## src/rtl/access_code_tx.sv

```systemverilog
// access_code_tx: serializes a Bluetooth access code (preamble, sync word
// LSB first, optional trailer) onto a 1 Mbit/s stream, one bit per p_1us.
// Optional trailer support is compiled in with `define ACCESS_CODE_TRAILER_EN;
// without it trailer_req is ignored and every frame is 68 bits long.
module access_code_tx #(
  parameter int unsigned SYNC_W = 64,
  parameter int unsigned CNT_W  = 7
) (
  input  logic              clk_6M,
  input  logic              rst,
  input  logic              p_1us,
  input  logic              tx_start,
  input  logic              tx_abort,
  input  logic [SYNC_W-1:0] sync_word,
  input  logic              trailer_req,
  output logic              tx_bit,
  output logic              tx_valid,
  output logic              tx_busy,
  output logic              tx_endp,
  output logic [CNT_W-1:0]  tx_bitcnt
);

  localparam int unsigned PRE_LEN = 4;
  localparam int unsigned TRL_LEN = 4;

  // Counter values of the last bit in each frame section.
  localparam logic [CNT_W-1:0] PRE_LAST  = CNT_W'(PRE_LEN - 1);
  localparam logic [CNT_W-1:0] SYNC_LAST = CNT_W'(PRE_LEN + SYNC_W - 1);
  localparam logic [CNT_W-1:0] TRL_LAST  = CNT_W'(PRE_LEN + SYNC_W + TRL_LEN - 1);

  typedef enum logic [2:0] {
    ST_IDLE     = 3'd0,
    ST_ARMED    = 3'd1,
    ST_PREAMBLE = 3'd2,
    ST_SYNC     = 3'd3,
    ST_TRAILER  = 3'd4
  } state_t;

  state_t             state_q, state_d;
  logic [SYNC_W-1:0]  shreg_q, shreg_d;
  logic               bit_q, bit_d;
  logic               valid_q, valid_d;
  logic               busy_q, busy_d;
  logic               endp_q, endp_d;
  logic [CNT_W-1:0]   cnt_q, cnt_d;
  logic [CNT_W-1:0]   cnt_inc;
  logic               trl_en;

`ifdef ACCESS_CODE_TRAILER_EN
  logic trl_q, trl_d;
  assign trl_en = trl_q;
`else
  // Port kept for interface compatibility; no logic behind it.
  logic unused_trailer_req;
  assign unused_trailer_req = trailer_req;
  assign trl_en = 1'b0;
`endif

  assign cnt_inc = cnt_q + CNT_W'(1);

  // State and datapath registers; reset clears every output at once.
  always_ff @(posedge clk_6M or posedge rst) begin
    if (rst) begin
      state_q <= ST_IDLE;
      shreg_q <= '0;
      bit_q   <= 1'b0;
      valid_q <= 1'b0;
      busy_q  <= 1'b0;
      endp_q  <= 1'b0;
      cnt_q   <= '0;
`ifdef ACCESS_CODE_TRAILER_EN
      trl_q   <= 1'b0;
`endif
    end else begin
      state_q <= state_d;
      shreg_q <= shreg_d;
      bit_q   <= bit_d;
      valid_q <= valid_d;
      busy_q  <= busy_d;
      endp_q  <= endp_d;
      cnt_q   <= cnt_d;
`ifdef ACCESS_CODE_TRAILER_EN
      trl_q   <= trl_d;
`endif
    end
  end

  // Next-state and output logic. Preamble and trailer are alternating
  // patterns, so each of their bits is simply the inverse of the previous one.
  always_comb begin
    state_d = state_q;
    shreg_d = shreg_q;
    bit_d   = bit_q;
    valid_d = valid_q;
    busy_d  = busy_q;
    endp_d  = 1'b0;
    cnt_d   = cnt_q;
`ifdef ACCESS_CODE_TRAILER_EN
    trl_d   = trl_q;
`endif

    if (tx_abort && (state_q != ST_IDLE)) begin
      state_d = ST_IDLE;
      bit_d   = 1'b0;
      valid_d = 1'b0;
      busy_d  = 1'b0;
      cnt_d   = '0;
    end else begin
      unique case (state_q)
        ST_IDLE: begin
          if (tx_start && !tx_abort) begin
            shreg_d = sync_word;
            busy_d  = 1'b1;
            state_d = ST_ARMED;
`ifdef ACCESS_CODE_TRAILER_EN
            trl_d   = trailer_req;
`endif
          end
        end

        ST_ARMED: begin
          if (p_1us) begin
            state_d = ST_PREAMBLE;
            valid_d = 1'b1;
            bit_d   = shreg_q[0];
            cnt_d   = '0;
          end
        end

        ST_PREAMBLE: begin
          if (p_1us) begin
            cnt_d = cnt_inc;
            if (cnt_q == PRE_LAST) begin
              state_d = ST_SYNC;
              bit_d   = shreg_q[0];
              shreg_d = shreg_q >> 1;
            end else begin
              bit_d = ~bit_q;
            end
          end
        end

        ST_SYNC: begin
          if (p_1us) begin
            if (cnt_q == SYNC_LAST) begin
              if (trl_en) begin
                state_d = ST_TRAILER;
                bit_d   = ~bit_q;
                cnt_d   = cnt_inc;
              end else begin
                state_d = ST_IDLE;
                bit_d   = 1'b0;
                valid_d = 1'b0;
                busy_d  = 1'b0;
                endp_d  = 1'b1;
                cnt_d   = '0;
              end
            end else begin
              bit_d   = shreg_q[0];
              shreg_d = shreg_q >> 1;
              cnt_d   = cnt_inc;
            end
          end
        end

        ST_TRAILER: begin
          if (p_1us) begin
            if (cnt_q == TRL_LAST) begin
              state_d = ST_IDLE;
              bit_d   = 1'b0;
              valid_d = 1'b0;
              busy_d  = 1'b0;
              endp_d  = 1'b1;
              cnt_d   = '0;
            end else begin
              bit_d = ~bit_q;
              cnt_d = cnt_inc;
            end
          end
        end

        default: begin
          state_d = ST_IDLE;
          bit_d   = 1'b0;
          valid_d = 1'b0;
          busy_d  = 1'b0;
          cnt_d   = '0;
        end
      endcase
    end
  end

  assign tx_bit    = bit_q;
  assign tx_valid  = valid_q;
  assign tx_busy   = busy_q;
  assign tx_endp   = endp_q;
  assign tx_bitcnt = cnt_q;

endmodule

```

## config.mk

```make
export PLATFORM = sky130hd
export DESIGN_NAME = access_code_tx
export DESIGN_NICKNAME = d
export VERILOG_FILES = /design/src/rtl/access_code_tx.sv
export SDC_FILE = /design/constraint.sdc
export NUM_CORES = 1
export LEC_CHECK = 0
export CORE_UTILIZATION = 31
export CTS_BUF_LIST = sky130_fd_sc_hd__clkbuf_4 sky130_fd_sc_hd__clkbuf_8
export CTS_CLUSTER_DIAMETER = 50
export DETAILED_ROUTE_END_ITERATION = 8
export HOLD_SLACK_MARGIN = 0.06
export PLACE_DENSITY = 0.52
export REMOVE_ABC_BUFFERS = 1
export SYNTH_ARGS = -nofsm -noshare
export SYNTH_HDL_FRONTEND = slang
export SYNTH_SLANG_ARGS = --single-unit
```

## constraint.sdc

```tcl
create_clock -name clk_6M -period 2.95 [get_ports clk_6M]
set_clock_uncertainty 0.15 [all_clocks]
set_input_delay 0.59 -clock clk_6M [delete_from_list [all_inputs] [get_ports clk_6M]]
set_output_delay 0.59 -clock clk_6M [all_outputs]
set_load 0.01 [all_outputs]
```

### Word-level counts from Yosys, hierarchy flattened

Index checks and enable logic that the tools add are counted.
Widths: inputs -> output; s select.

| word-level totals | value |
|---|---|
| input bits | 70 |
| latch bits | 0 |
| flip-flop bits (word level) | 78 |
| word-level logic and storage cells | 95 |
| memory bits (writable) | 0 |
| bits in read-only memories | 0 |
| memories kept | 0 |
| output and inout bits | 11 |

| cells by class | value |
|---|---|
| equal/unequal tests | 23 |
| add/sub/neg operators | 1 |
| shift-type cells | 0 |
| multiplexer cells | 49 |
| divide/modulo/power cells | 0 |
| multiply operators | 0 |
| $lt $le $gt $ge | 0 |
| bitwise logic cells | 2 |
| reduce and logical (&&, ||, !) cells | 13 |

Operator list:

| cell | number |
|---|---|
| $mux 64 | 5 |
| $pmux 64 s3 | 1 |
| $mux 7 | 7 |
| $pmux 7 s5 | 1 |
| $mux 3 | 9 |
| $ne 3x3->1 const B | 8 |
| $mux 1 | 21 |
| $pmux 3 s5 | 1 |
| $eq 7x7->1 const B | 2 |
| $ne 2x2->1 const B | 6 |
| $reduce_and 6->1 | 2 |
| $pmux 1 s4 | 2 |
| $reduce_and 8->1 | 1 |
| $add 7x1->7 const B | 1 |
| $eq 7x2->1 const B | 1 |
| $reduce_and 7->1 | 1 |
| $eq 3x2->1 const B | 2 |
| $reduce_bool 3->1 | 2 |
| $pmux 1 s5 | 1 |
| $reduce_and 5->1 | 1 |
| $ne 2x1->1 const B | 2 |
| $reduce_or 2->1 | 2 |
| $eq 3x1->1 const B | 1 |
| $eq 3x3->1 const B | 1 |
| other kinds (5) | 7 |

### Depth between registers and ports, before layout

| logic depth | value |
|---|---|
| depth after elaboration | 5 |
| gate-level depth with buffers | 9 |

### Least setup slack after synthesis

Ideal clock, no wire load.

| timing path | value |
|---|---|
| path type | register to register |
| start point | register state_q[0] |
| end point | register shreg_q[3] |
| path slack | 444 ps |
| setup time | 127 ps |
| arrival | 2229 ps |
| data required time | 2673 ps |
| stages on the path, launching flop included | 9 |
| period minus slack after synthesis | 2506 ps |
| cell sequence | dfrtp_1 > inv_1 > ha_1 > buf_2 > nor2_1 > clkbuf_1 > clkbuf_1 > mux2_2 > mux2_1 |

| between the ends | value |
|---|---|
| cells in the longest elaborated chain, start to end | 4 |
| elaborated cells between the ends (all ways) | 14 |
| classes of those cells | eq/ne (7); mux (1); bitwise (1); reduce/logical (5) |

RTL lines:

| item | line | source |
|---|---|---|
| from (decl) | 39 | `state_t state_q, state_d;` |
| from (signal assigned) | 75 | `state_q <= state_d;` |
| branches (longest 4 deep; another with $reduce_and 7->1) | -- |  |
| to (signal assigned) | 76 | `shreg_q <= shreg_d;` |
| to (decl) | 40 | `logic [SYNC_W-1:0] shreg_q, shreg_d;` |

Parallel ways; which one is timed is not known.
A chain may end at the register's enable or synchronous reset.

### Worst setup path after layout

| timing path | value |
|---|---|
| start point | register cnt_q[0] (netlist: tx_bitcnt[0]) |
| end point | register shreg_q[51] |

| between the ends | value |
|---|---|
| cells in the longest elaborated chain, start to end | 3 |
| elaborated cells between the ends (all ways) | 5 |
| classes of those cells | eq/ne (4); reduce/logical (1) |

RTL lines:

| item | line | source |
|---|---|---|
| from (decl) | 45 | `logic [CNT_W-1:0] cnt_q, cnt_d;` |
| from (signal assigned) | 81 | `cnt_q <= cnt_d;` |
| $eq 7x7->1 or $eq 7x2->1 (tied branches) | 145, 133 |  |
| $ne 2x2->1 (no source line) | -- |  |
| $reduce_and 7->1 (no source line) * | -- |  |

Mark *: on every way between the ends. The rest lies on a longest branch, timed or not.

==> flow_metrics.py <==
metrics = {
    "synth": {
        "yosys.area.top_type": "dfrtp_1",
        "yosys_warnings": 0,
        "synth_cell_types": 40,
        "netlist_instances": 309,
        "netlist_top_cells_area": "dfrtp_1 48%, mux2_2 33%, mux2_1 2.0%",
        "synthesis.area_mm2": 0.004036,
        "syn_avg_cell_area_um2": 13.06,
        "synth.top_cell.area_share": 0.4774,
        "ys_ff_latch": 77,
        "synth-seq-area-share": 0.4774,
    },
    "floorplanning": {
        "ios": 81,
        "dieArea_mm2": 0.01348,
        "rows": 41,
        "die_w_um": 116.1,
        "initial_core_util": 0.3186,
        "die_h_um": 116.1,
        "coreArea_mm2": 0.01267,
    },
    "timing": {
        "clock.fmax_mhz": 365.6,
        "fin_crit_ns": 2.735,
        "rsz0062_at_grt": "no",
        "maxSlewViolCount": 0,
        "setup_viol": 0,
        "max-slew-margin-rel": 0.5282,
        "worstMarginPinSlew_ns": 0.6979,
        "hold_violations": 0,
        "finalCritPeriodShare": 0.9272,
        "finalSetupTns_ns": 0,
    },
    "pwr": {
        "leakagePower_nw": 2.107,
        "p_per_area_mw_per_mm2": 958.4,
        "ir_drop_mv": 0.4420,
    },
    "clock_tree": {
        "cts_resized": 0,
        "cts_tree": "yes",
        "cts_sinks": 77,
        "h-tree-depth": 3,
        "clk_pin_slew_ns": 0.09,
        "cts_setup_buffers": 0,
        "clock_latency_ns": 0.37,
        "clockBufferDepth": 2,
        "cts_root_buf": "clkbuf_8",
        "numCtsBuffers": 9,
        "cts_hold_buf": 0,
    },
    "global_routing": {
        "antenna_found_initial": 0,
        "grt_usage": 0.1312,
        "grt_pass1_wl_um": 13250,
        "grt_max_degree": 65,
        "globalRouteOverflowTotal": 0,
        "grt_pass1_vias": 2711,
    },
    "final_layout": {
        "syn_to_final_growth_pct": 29.76,
        "finalNetCount": 465,
        "multi_input_area_mm2": 0.001982,
        "drive_gt1_frac": 0.3671,
        "diodes": 0,
        "regArea_mm2": 0.001927,
        "fin_area_mm2": 0.005238,
        "nFillCells": 1259,
    },
    "critical_path": {
        "critical_path.cell_chain": "ha_1 -> nor2b_1 -> nand3_1 -> a221oi_4 -> buf_12 -> mux2_2",
        "cpPeakStageDelay_ns": 0.50,
        "cpMaxStageDelayCell": "nor2b_1",
        "worstPathArrival_ns": 2.84,
        "cp_max_fo": 64,
        "cp.buffers_inverters": 1,
        "cp_top_family": "simple AND/OR/NAND/NOR gates",
        "worstSetupStartpointType": "flop",
        "cp_data_required_time_ns": 3.06,
        "critPathCaptureType": "flop",
        "crit_type": "flop to flop",
    },
    "placement": {
        "io_buffers": 79,
        "place.gp.congestion": 0.8359,
        "place_hpwl_um": 5420,
        "place_area_mm2": 0.005045,
    },
    "detailed_routing": {
        "firstDrtPassIters": 4,
        "wl_per_cell_um": 14.22,
        "ant_nets": 0,
        "drt_wl_total_um": 8064,
        "dr_total_vias": 2731,
        "first_iter_violations": 97,
        "via_per_inst": 4.817,
        "drc": 0,
    },
    "hold_path": {
        "min_path_type": "flop to flop",
    },
    "run": {
        "cap_violations": 0,
    },
    "outcome": {
        "status": "finished, final reports clean",
    },
}
layout make-up:
class                      count  share of cell area
multi-input combinational    209              0.3784
sequential                    77              0.3679
timing repair buffer          86              0.1706
tap                          172             0.04109
clock buffer                  11             0.02891
clock inverter                 5            0.007883
inverter                       7            0.005256
power breakdown:
group	switching (W)	total (W)	internal [W]
clock	0.000436	0.000795	0.000359
combinational	0.000955	0.00242	0.00146
sequential	0.000238	0.00181	0.00157
per-stage QoR:
| stage | cells | hold slack [ns] | util | worst slack, ns | total power [W] |
|---|---|---|---|---|---|
| after floorplan | 293 | 0.3041 | - | -1.535 | 0.003707 |
| after global placement | 551 | 0.3172 | 0.3981 | 0.1252 | 0.004254 |
| after detailed placement | 551 | 0.3244 | 0.3981 | 0.1306 | 0.004303 |
| after CTS | 567 | 0.3461 | 0.4134 | 0.2312 | 0.005122 |
| after global routing | 567 | 0.3627 | 0.4134 | 0.03232 | 0.005410 |
| final | 567 | 0.3388 | 0.4134 | 0.2147 | 0.005020 |
cell families (layout without fill, tap and decap cells):
logic type               Yosys count  count (layout)  synth area share
buffers and inverters             23             109           0.03348
adder cells (fa/ha/maj)            5               5           0.01550
AO/OA/AOI/OAI                     36              36           0.06231
AND/OR/NAND/NOR                   42              42           0.06014
multiplexers                     126             126            0.3512
flip-flops                        77              77            0.4774
registers in the layout, summed over array words and instances, names as in the netlist:
signal,flops
tx_bitcnt,7
tx_busy,1
tx_valid,1
shreg_q,64
tx_bit,1
tx_endp,1
state_q,2
worst paths after layout:
path	from	to	cells past startpoint	slack, ns
max	tx_bitcnt[0]	shreg_q[51]	6	0.21
max reg2reg	tx_bitcnt[0]	shreg_q[51]	6	0.21
min in group asynchronous	rst	tx_bitcnt[3]	2	0.45
min	shreg_q[3]	shreg_q[3]	1	0.34
max in group asynchronous	rst	shreg_q[53]	3	1.55
min reg2reg	shreg_q[3]	shreg_q[3]	1	0.34
cell usage after synthesis:
cell,number
a2111o_1,1
a2111oi_0,1
a21boi_0,1
a21o_1,1
a21oi_1,6
a221oi_4,1
a2bb2oi_1,1
a311o_1,1
a311oi_1,1
a31oi_1,2
a32o_1,1
and2_1,2
and3_1,1
and4_1,1
buf_2,2
buf_6,6
clkbuf_1,7
clkbuf_2,1
dfrtp_1,77
ha_1,5
inv_1,7
mux2_1,7
mux2_2,118
mux2i_1,1
nand2_1,11
nand2b_1,5
nand3_1,5
nand4_1,2
nor2_1,2
nor2b_1,3
nor3_1,2
nor4_4,1
nor4b_1,1
o2111ai_1,1
o211ai_1,2
o21ai_0,14
o311ai_0,1
o31ai_1,1
or3_1,5
or4_1,1
per-layer routing:
layer	part of all wire	GRT usage	up-vias
li1	-	-	1297
met1	0.45	0.1624	1358
met2	0.48	0.2111	64
met3	0.044	0.03217	12
met4	0.021	0.07179	0
met5	0	0	-
cells in the final DEF, fill, tap and decap left out, types with 3 or more instances in the layout:
cell / instances
buf_4: 3
a21oi_1: 6
clkdlybuf4s50_1: 79
ha_1: 5
mux2_2: 118
o21ai_0: 14
clkbuf_8: 11
buf_12: 4
inv_1: 6
nand3_1: 5
dfrtp_1: 77
nand2b_1: 5
mux2_1: 7
or3_1: 5
nor2b_1: 3
nand2_1: 11
Note: power is estimated with default switching activity, not from simulation.
